### src/rtl/ram_dp_pkg.sv
// ram_dp_pkg: shared FSM states, read-during-write policy codes and lane parity helper
package ram_dp_pkg;
  typedef enum logic {INIT, RUN} state_e;
  localparam int RDW_OLD = 0;
  localparam int RDW_NEW = 1;
  function automatic logic lane_parity(input logic [7:0] lane);
    return ^lane;
  endfunction
endpackage

### src/rtl/ram_dp_param_if.sv
// ram_dp_param_if: write/read port bundle of the dual-port RAM; parity signals exist only with RAM_PARITY_EN
interface ram_dp_param_if #(
  parameter int DATA_WIDTH = 32,
  parameter int ADDR_WIDTH = 6
) ();
  localparam int LANES = DATA_WIDTH / 8;
  logic                  write;
  logic [ADDR_WIDTH-1:0] wr_address;
  logic [LANES-1:0]      wr_be;
  logic [DATA_WIDTH-1:0] data_in;
  logic                  read;
  logic [ADDR_WIDTH-1:0] rd_address;
  logic [DATA_WIDTH-1:0] data_out;
  logic                  rd_valid;
  logic                  init_done;
`ifdef RAM_PARITY_EN
  logic [LANES-1:0]      par_flip;
  logic                  parity_err;
  modport master (output write, wr_address, wr_be, data_in, read, rd_address, par_flip,
                  input data_out, rd_valid, init_done, parity_err);
  modport slave (input write, wr_address, wr_be, data_in, read, rd_address, par_flip,
                 output data_out, rd_valid, init_done, parity_err);
`else
  modport master (output write, wr_address, wr_be, data_in, read, rd_address,
                  input data_out, rd_valid, init_done);
  modport slave (input write, wr_address, wr_be, data_in, read, rd_address,
                 output data_out, rd_valid, init_done);
`endif
endinterface

### src/rtl/ram_dp_init_ctrl.sv
// ram_dp_init_ctrl: post-reset sweep that zeroes every address, then holds RUN until the next reset
module ram_dp_init_ctrl
  import ram_dp_pkg::*;
#(
  parameter int ADDR_WIDTH = 6
) (
  input  logic                  clock,
  input  logic                  reset,
  output logic                  init_we,
  output logic [ADDR_WIDTH-1:0] init_addr,
  output logic                  init_done
);
  state_e                state_q, state_d;
  logic [ADDR_WIDTH-1:0] init_cnt_q, init_cnt_d;
  always_comb begin
    state_d    = (state_q == INIT && &init_cnt_q) ? RUN : state_q;
    init_cnt_d = (state_q == INIT) ? init_cnt_q + 1'b1 : init_cnt_q;
  end
  always_ff @(posedge clock) begin
    if (reset) begin
      state_q    <= INIT;
      init_cnt_q <= '0;
    end else begin
      state_q    <= state_d;
      init_cnt_q <= init_cnt_d;
    end
  end
  assign init_we   = state_q == INIT;
  assign init_addr = init_cnt_q;
  assign init_done = state_q == RUN;
endmodule

### src/rtl/ram_dp_param.sv
// ram_dp_param: byte-enable dual-port RAM with registered read and init sweep; RAM_PARITY_EN adds per-lane parity
module ram_dp_param
  import ram_dp_pkg::*;
#(
  parameter int DATA_WIDTH = 32,
  parameter int ADDR_WIDTH = 6,
  parameter int RDW_MODE   = RDW_OLD
) (
  input logic           clock,
  input logic           reset,
  ram_dp_param_if.slave bus
);
  localparam int LANES = DATA_WIDTH / 8;
  localparam int DEPTH = 2 ** ADDR_WIDTH;
  logic [DATA_WIDTH-1:0] mem_q [DEPTH];
  logic                  init_we, init_done, we, re, collide;
  logic [ADDR_WIDTH-1:0] init_addr, wa;
  logic [DATA_WIDTH-1:0] wr_word, rd_word, data_out_q, data_out_d;
  logic                  rd_valid_q, rd_valid_d;
  ram_dp_init_ctrl #(.ADDR_WIDTH(ADDR_WIDTH)) u_init (
    .clock     (clock),
    .reset     (reset),
    .init_we   (init_we),
    .init_addr (init_addr),
    .init_done (init_done)
  );
  // the init sweep owns the write port until RUN; user requests are simply not accepted before then
  always_comb begin
    re      = init_done & bus.read;
    we      = !reset & (init_we | (init_done & bus.write));
    wa      = init_we ? init_addr : bus.wr_address;
    wr_word = '0;
    for (int i = 0; i < LANES; i++)
      wr_word[8*i+:8] = init_we ? 8'h00 : bus.wr_be[i] ? bus.data_in[8*i+:8] : mem_q[wa][8*i+:8];
    collide    = RDW_MODE == RDW_NEW && we && wa == bus.rd_address;
    rd_word    = collide ? wr_word : mem_q[bus.rd_address];
    data_out_d = re ? rd_word : data_out_q;
    rd_valid_d = re;
  end
  always_ff @(posedge clock) if (we) mem_q[wa] <= wr_word;
  always_ff @(posedge clock) begin
    if (reset) begin
      data_out_q <= '0;
      rd_valid_q <= 1'b0;
    end else begin
      data_out_q <= data_out_d;
      rd_valid_q <= rd_valid_d;
    end
  end
  assign bus.data_out  = data_out_q;
  assign bus.rd_valid  = rd_valid_q;
  assign bus.init_done = init_done;
`ifdef RAM_PARITY_EN
  logic [LANES-1:0] par_q [DEPTH];
  logic [LANES-1:0] wr_par, rd_par, chk_par;
  logic             parity_err_q, parity_err_d;
  // disabled lanes keep their stored parity so an injected error survives partial writes
  always_comb begin
    wr_par  = '0;
    chk_par = '0;
    for (int i = 0; i < LANES; i++) begin
      wr_par[i]  = init_we ? 1'b0 : bus.wr_be[i] ? lane_parity(bus.data_in[8*i+:8]) ^ bus.par_flip[i] : par_q[wa][i];
      chk_par[i] = lane_parity(rd_word[8*i+:8]);
    end
    rd_par       = collide ? wr_par : par_q[bus.rd_address];
    parity_err_d = re & (rd_par != chk_par);
  end
  always_ff @(posedge clock) if (we) par_q[wa] <= wr_par;
  always_ff @(posedge clock) parity_err_q <= reset ? 1'b0 : parity_err_d;
  assign bus.parity_err = parity_err_q;
`endif
endmodule

### src/flat_wrapper.sv
// flat-port wrapper written by rule: the top's interface ports become plain ports
module ram_dp_param_flat import ram_dp_pkg::*;
#(
  parameter int DATA_WIDTH = 32,
  parameter int ADDR_WIDTH = 6,
  parameter int RDW_MODE   = RDW_OLD
)
  (clock, reset, bus_write, bus_wr_address, bus_wr_be, bus_data_in, bus_read, bus_rd_address, bus_data_out, bus_rd_valid, bus_init_done);
  ram_dp_param_if #(.DATA_WIDTH(DATA_WIDTH), .ADDR_WIDTH(ADDR_WIDTH)) bus_i ();
  input logic clock;
  input logic reset;
  input wire logic [$bits(bus_i.write)-1:0] bus_write;
  input wire logic [$bits(bus_i.wr_address)-1:0] bus_wr_address;
  input wire logic [$bits(bus_i.wr_be)-1:0] bus_wr_be;
  input wire logic [$bits(bus_i.data_in)-1:0] bus_data_in;
  input wire logic [$bits(bus_i.read)-1:0] bus_read;
  input wire logic [$bits(bus_i.rd_address)-1:0] bus_rd_address;
  output wire logic [$bits(bus_i.data_out)-1:0] bus_data_out;
  output wire logic [$bits(bus_i.rd_valid)-1:0] bus_rd_valid;
  output wire logic [$bits(bus_i.init_done)-1:0] bus_init_done;
  assign bus_i.write = bus_write;
  assign bus_i.wr_address = bus_wr_address;
  assign bus_i.wr_be = bus_wr_be;
  assign bus_i.data_in = bus_data_in;
  assign bus_i.read = bus_read;
  assign bus_i.rd_address = bus_rd_address;
  assign bus_data_out = bus_i.data_out;
  assign bus_rd_valid = bus_i.rd_valid;
  assign bus_init_done = bus_i.init_done;
  ram_dp_param #(.DATA_WIDTH(DATA_WIDTH), .ADDR_WIDTH(ADDR_WIDTH), .RDW_MODE(RDW_MODE)) u_core (.clock(clock), .reset(reset), .bus(bus_i));
endmodule
### config.mk
export PLATFORM = sky130hd
export DESIGN_NAME = ram_dp_param_flat
export DESIGN_NICKNAME = d
export VERILOG_FILES = /design/src/rtl/ram_dp_pkg.sv /design/src/rtl/ram_dp_param_if.sv /design/src/rtl/ram_dp_init_ctrl.sv /design/src/rtl/ram_dp_param.sv /design/src/flat_wrapper.sv
export SDC_FILE = /design/constraint.sdc
export NUM_CORES = 2
export LEC_CHECK = 0
export ABC_CLOCK_PERIOD_IN_PS = 2720
export CAP_MARGIN = 15
export CORE_UTILIZATION = 55
export DETAILED_ROUTE_END_ITERATION = 7
export PLACE_DENSITY = 0.74
export SLEW_MARGIN = 20
export SYNTH_ARGS = -nofsm -noshare
export SYNTH_HDL_FRONTEND = slang
export SYNTH_SLANG_ARGS = --single-unit
### constraint.sdc
create_clock -name clock -period 2.72 [get_ports clock]
set_input_delay 0.408 -clock clock [delete_from_list [all_inputs] [get_ports clock]]
set_output_delay 0.408 -clock clock [all_outputs]
set_load 0.02 [all_outputs]
; Word-level counts from Yosys, hierarchy flattened
; Memories as Yosys holds them, arrays and structs flattened. A register that Yosys moved wholly into a read port is not among the register bits.
; Index checks and enable logic that the tools add are counted.
[word_totals]
n_memories = 1
mem_bits_rw = 2048
regBits = 8
elab_cells = 32
[op_classes]
addsub = 1
eq_ne = 4
n_bitwise = 5
n_mux = 11
n_reduce_logical = 7
[mem_list]
columns = name, words, width, read_ports, rd_ports_with_merged_regs, wr, line_no
row1 = u_core.mem_q, 64, 32, 1, 1, 1, ram_dp_param.sv:15  ; logic [DATA_WIDTH-1:0] mem_q [DEPTH];
[op_table]
columns = op, n
row1 = $mux W8, 8
row2 = $ne A2 B2 Y1 const B, 4
row3 = $reduce_and A2 Y1, 4
row4 = $add A6 B1 Y6 const B, 1
row5 = $mux W6, 1
row6 = $reduce_and A6 Y1, 1
row7 = $and A1 B1 Y1, 3
row8 = $mux W1, 2
row9 = $logic_and A1 B1 Y1, 1
row10 = $logic_not A1 Y1, 1
row11 = $not A1 Y1, 1
row12 = $or A1 B1 Y1, 1

; Longest topological paths before layout
[logic_depth]
ltp_word = 6
ltp_mapped = 11
depth_no_buf = 5

; Modules after synthesis
; A second synthesis with hierarchy kept.
[hier_totals]
hier_cells = 4148
hier_area_um2 = 81847.2
[by_module_without_submodules]
columns = module, area_each_um2, cells_per_inst, n_inst, seq_area_each_um2
row1 = ram_dp_param, 81552.0, 4119, 1, 62159.6
row2 = ram_dp_init_ctrl, 295.3, 29, 1, 140.1

; Worst setup path after synthesis
; Ideal clock, no wire load.
[synth_timing]
kind = reg2reg
startpoint = register u_core.u_init.state_q, in the netlist u_core.u_init.init_done
endpoint = memory u_core.mem_q[0][0], data pin
required_time_ns = 2.353
setup_ns = 0.367
stages_incl_launch_ff = 7
t_arrival_ns = 2.762
path_slack_ns = -0.409
cell_sequence = dfxtp_1 clkbuf_1 buf_1 clkbuf_1 buf_1 clkbuf_1 and2_1
[synth_via]
elab_chain_cells = 1
[synth_rtl]
columns = element, line_no
row1 = start: declaration, ram_dp_init_ctrl.sv:13  ; state_e state_q, state_d;
row2 = start signal: assignment, ram_dp_init_ctrl.sv:24  ; state_q <= state_d;
row3 = $mux W8, ram_dp_param.sv:34  ; wr_word[8*i+:8] = init_we ? 8'h00 : bus.wr_be[i] ? bus.data_in[8*i+:8] : mem_q[wa][8*i+:8];
row4 = net u_core.wr_word[0], ram_dp_param.sv:18  ; logic [DATA_WIDTH-1:0] wr_word, rd_word, data_out_q, data_out_d;
row5 = end: declaration, ram_dp_param.sv:15
; The timed path passes the listed nets, and every way through them passes these cells.

; Worst setup path in the final report
[layout_timing]
startpoint = register u_core.u_init.state_q, in the netlist u_core.u_init.init_done
endpoint = output bus_init_done
[layout_lines]
columns = element, line_no
row1 = end: declaration, flat_wrapper.sv:20  ; output wire logic [$bits(bus_i.init_done)-1:0] bus_init_done;
; No word-level cell between the ends.

==> flow_summary.yaml <==
status:
  status: "finished, final reports clean"
synthesis:
  yosys_warnings: 0
  ys_types: 58
  synth_nets: 4066
  synth-edff-count: 2048
  yosys-top-cells-count: "edfxtp_1, mux4_2, mux2i_1"
  synthArstFlopShare_pct: 0
  synth_area_leader_cell: "edfxtp_1"
  synth_most_common_cell: "edfxtp_1"
  ys_dominant_reg_cell: "edfxtp_1"
  synth-seq-area-share_pct: 76.5
  syn_inst: 4013
  synth.top_cell.area_share_pct: 75.5
  synth_area_per_cell_um2: 20.3
  ys_ff_latch: 2088
  syn_area_um2: 81400
  netlist_top_cells_area: "edfxtp_1, mux4_2, mux2i_1, dfxtp_1, nor2_1"
worst_setup_path:
  reg2reg_depth: 7
  endpoint_kind: "primary output"
  r2r_end: "u_core.bus.data_out[5]"
  cp_cell_sequence: "buf_6 > clkdlybuf4s50_1"
  worstSetupStartpointType: "flop"
  crit_start: "u_core.u_init.init_done"
  critPathArrivalTime_ps: 2260
  cp_slowest_cell: "clkdlybuf4s50_1"
  r2r-start: "u_core.u_init.init_done"
  cp.depth: 2
  critPathMaxStageDelay_ps: 670
  rrSetupSlack_ps: 140
  crit_path_end: "bus_init_done"
  worstSetupPathType: "reg2out"
  crit_buf_inv: 2
  crit_family: "buffers and inverters"
  worstPathRequired_ps: 2310
  path_max_fanout: 29
cells_and_area:
  antenna_cells: 0
  nets: 4736
  fillCellCount: 9179
  drive_above_1_share_pct: 30.0
  areaGrowthSynthToFinish_pct: 17.5
clock_network:
  cts.sinks: 2088
  clk_pin_slew_ps: 60
  root_buffer: "clkbuf_16"
  cts_tree: "yes"
  cts-buffers-inserted: 196
  cts_buffer_depth: 3
  htreeDepth: 4
  clk_latency_ps: 830
global_routing:
  grt_overflow: 0
  grt_antenna_before_repair: 13
  grt_max_degree: 65
  grt_pass1_vias: 44500
  met2_usage_pct: 44.8
  grt_util_met1_pct: 41.8
  track_usage_pct: 29.2
  met3_usage_pct: 6.95
  grt_pass1_wl_um: 313000
  grt-busiest-layer: "met2"
placed_design:
  port_buffers: 85
  gp_congestion: 0.889
  dp_hpwl_um: 140000
floorplanning:
  start_util_pct: 55.7
  die_h_um: 387
  rows: 140
  core_um2: 146000
  die_width_um: 387
  io_pins: 86
  die_area_um2: 150000
sta:
  max_freq_mhz: 375
  setup_tns_ps: 0
  layout_min_cycle_time_ps: 2670
  fin_crit_sh_pct: 98.1
  rsz0062_at_grt: "false"
  final-max-slew-violation-count: 0
  fin_skew_ps: 28.8
  finalSetupViolCount: 0
  tightest_slew_ps: 977
  maxSlewHeadroom_pct: 34.7
  final-hold-violation-count: 0
pwr:
  power_density_nw_per_um2: 677
  leakage_nw: 33.4
  fin_total_pwr_mw: 64.8
  irDropWorstVdd_mv: 0.580
flow_run:
  max_cap_viol_count: 0
drt:
  drt_first_iter_violations: 6295
  first_pass_iters: 5
  routed_wl_um: 218000
  routedWlPerCell_um: 32.2
  viasPerCell: 6.66
  drcViolationCount: 0
  via_count: 45100
  ant_nets: 0
worst_hold_path:
  hold_depth: 5
  hold_path.class: "in2reg"
[where the power goes]
group          leakage, nW  total (mW)  switching, mW  internal [mW]
logic                 9.71        3.03           1.73           1.30
registers             20.6        34.9         0.0298           34.9
clock network         3.08        26.8           11.7           15.1
total                 33.4        64.8           13.4           51.3
[worst min-delay path by stage]
stage | startpoint | end | slack, ps
floorplan | u_core.u_init.init_addr[5] | u_core.u_init.init_addr[5] | 470
CTS | bus_rd_address[1] | u_core.bus.data_out[11] | 340
finish | bus_rd_address[1] | u_core.bus.data_out[11] | 410
global route | bus_rd_address[1] | u_core.bus.data_out[11] | 390
global placement | u_core.bus.data_out[25] | u_core.bus.data_out[25] | 460
detailed placement | u_core.bus.data_out[25] | u_core.bus.data_out[25] | 490
[sequential cells by signal (all words and copies together) (netlist names)]
name / flops
u_core.mem_q: 2048
u_core.u_init.init_done: 1
u_core.bus.data_out: 32
u_core.bus.rd_valid: 1
u_core.u_init.init_addr: 6
[cell usage in the layout (no fill, tap or decap), types with 10 or more instances in the layout]
master / count
edfxtp_1: 2048
buf_4: 557
mux4_2: 416
mux2i_1: 224
clkbuf_16: 202
nor2_1: 185
nand2_1: 153
nor3_1: 97
buf_12: 87
clkdlybuf4s50_1: 80
a21oi_1: 48
a221oi_1: 48
o21ai_0: 45
clkbuf_1: 45
clkinv_1: 43
o221ai_1: 40
dfxtp_1: 39
nand3_1: 38
clkinv_2: 38
and2_2: 32
mux2_2: 32
o22ai_1: 31
a22oi_1: 27
a31oi_1: 23
a22o_1: 23
nor2b_1: 16
a32oi_1: 15
o221a_2: 15
o211ai_1: 14
bufinv_16: 14
a211oi_1: 13
nand4_1: 12
o2111ai_1: 12
o21a_1: 11
a2bb2oi_1: 11
nand2b_1: 10
[logic make-up after synthesis]
| family | after synthesis | synth area share, % |
|---|---|---|
| AO/OA/AOI/OAI | 400 | 3.67 |
| adder cells (fa/ha/maj) | 1 | 0.0154 |
| XOR/XNOR | 4 | 0.0430 |
| buffers and inverters | 262 | 1.78 |
| flip-flops | 2088 | 76.5 |
| AND/OR/NAND/NOR | 584 | 3.23 |
| multiplexers | 674 | 14.7 |
[cell type report]
type / instances / area, um^2 / share of cell area, %
clock buffer: 255 / 5330 / 5.58
timing repair buffer: 729 / 6790 / 7.10
inverter: 5 / 21.3 / 0.0222
sequential: 2088 / 62300 / 65.1
clock inverter: 112 / 965 / 1.01
tap: 1917 / 2400 / 2.51
multi-input combinational: 1663 / 17800 / 18.6
[layer usage]
| metal | up-vias | part of all wire [%] |
|---|---|---|
| li1 | 18000 | - |
| met4 | 14 | 3.2 |
| met5 | - | 0.040 |
| met2 | 3277 | 47 |
| met1 | 23400 | 38 |
| met3 | 426 | 13 |
[worst min-delay path, cell delays in order]
cell and delay (ps):
buf_8 270, a221oi_1 120, o21ai_0 100, o2111ai_1 120, o211ai_1 110
[through the flow]
stage | cells | hold slack (ps) | setup WS (ps) | utilization [%] | cell area (um^2)
2_1_floorplan | 4013 | 471 | -191 | - | 81400
3_3_place_gp | 6401 | 463 | -317 | 61.1 | 89300
3_5_place_dp | 6401 | 493 | -370 | 61.1 | 89300
4_1_cts | 6769 | 341 | 39.0 | 65.4 | 95600
5_1_grt | 6769 | 388 | 13.9 | 65.4 | 95600
6_report | 6769 | 406 | 51.6 | 65.4 | 95600
[what timing repair did]
action | CTS | global route
hold buffers | 0 | 0
setup buffers | 1 | 0
setup endpoints to repair | 5 | 1
resized for setup | 2 | 1
(Power assumes the default switching activity.)
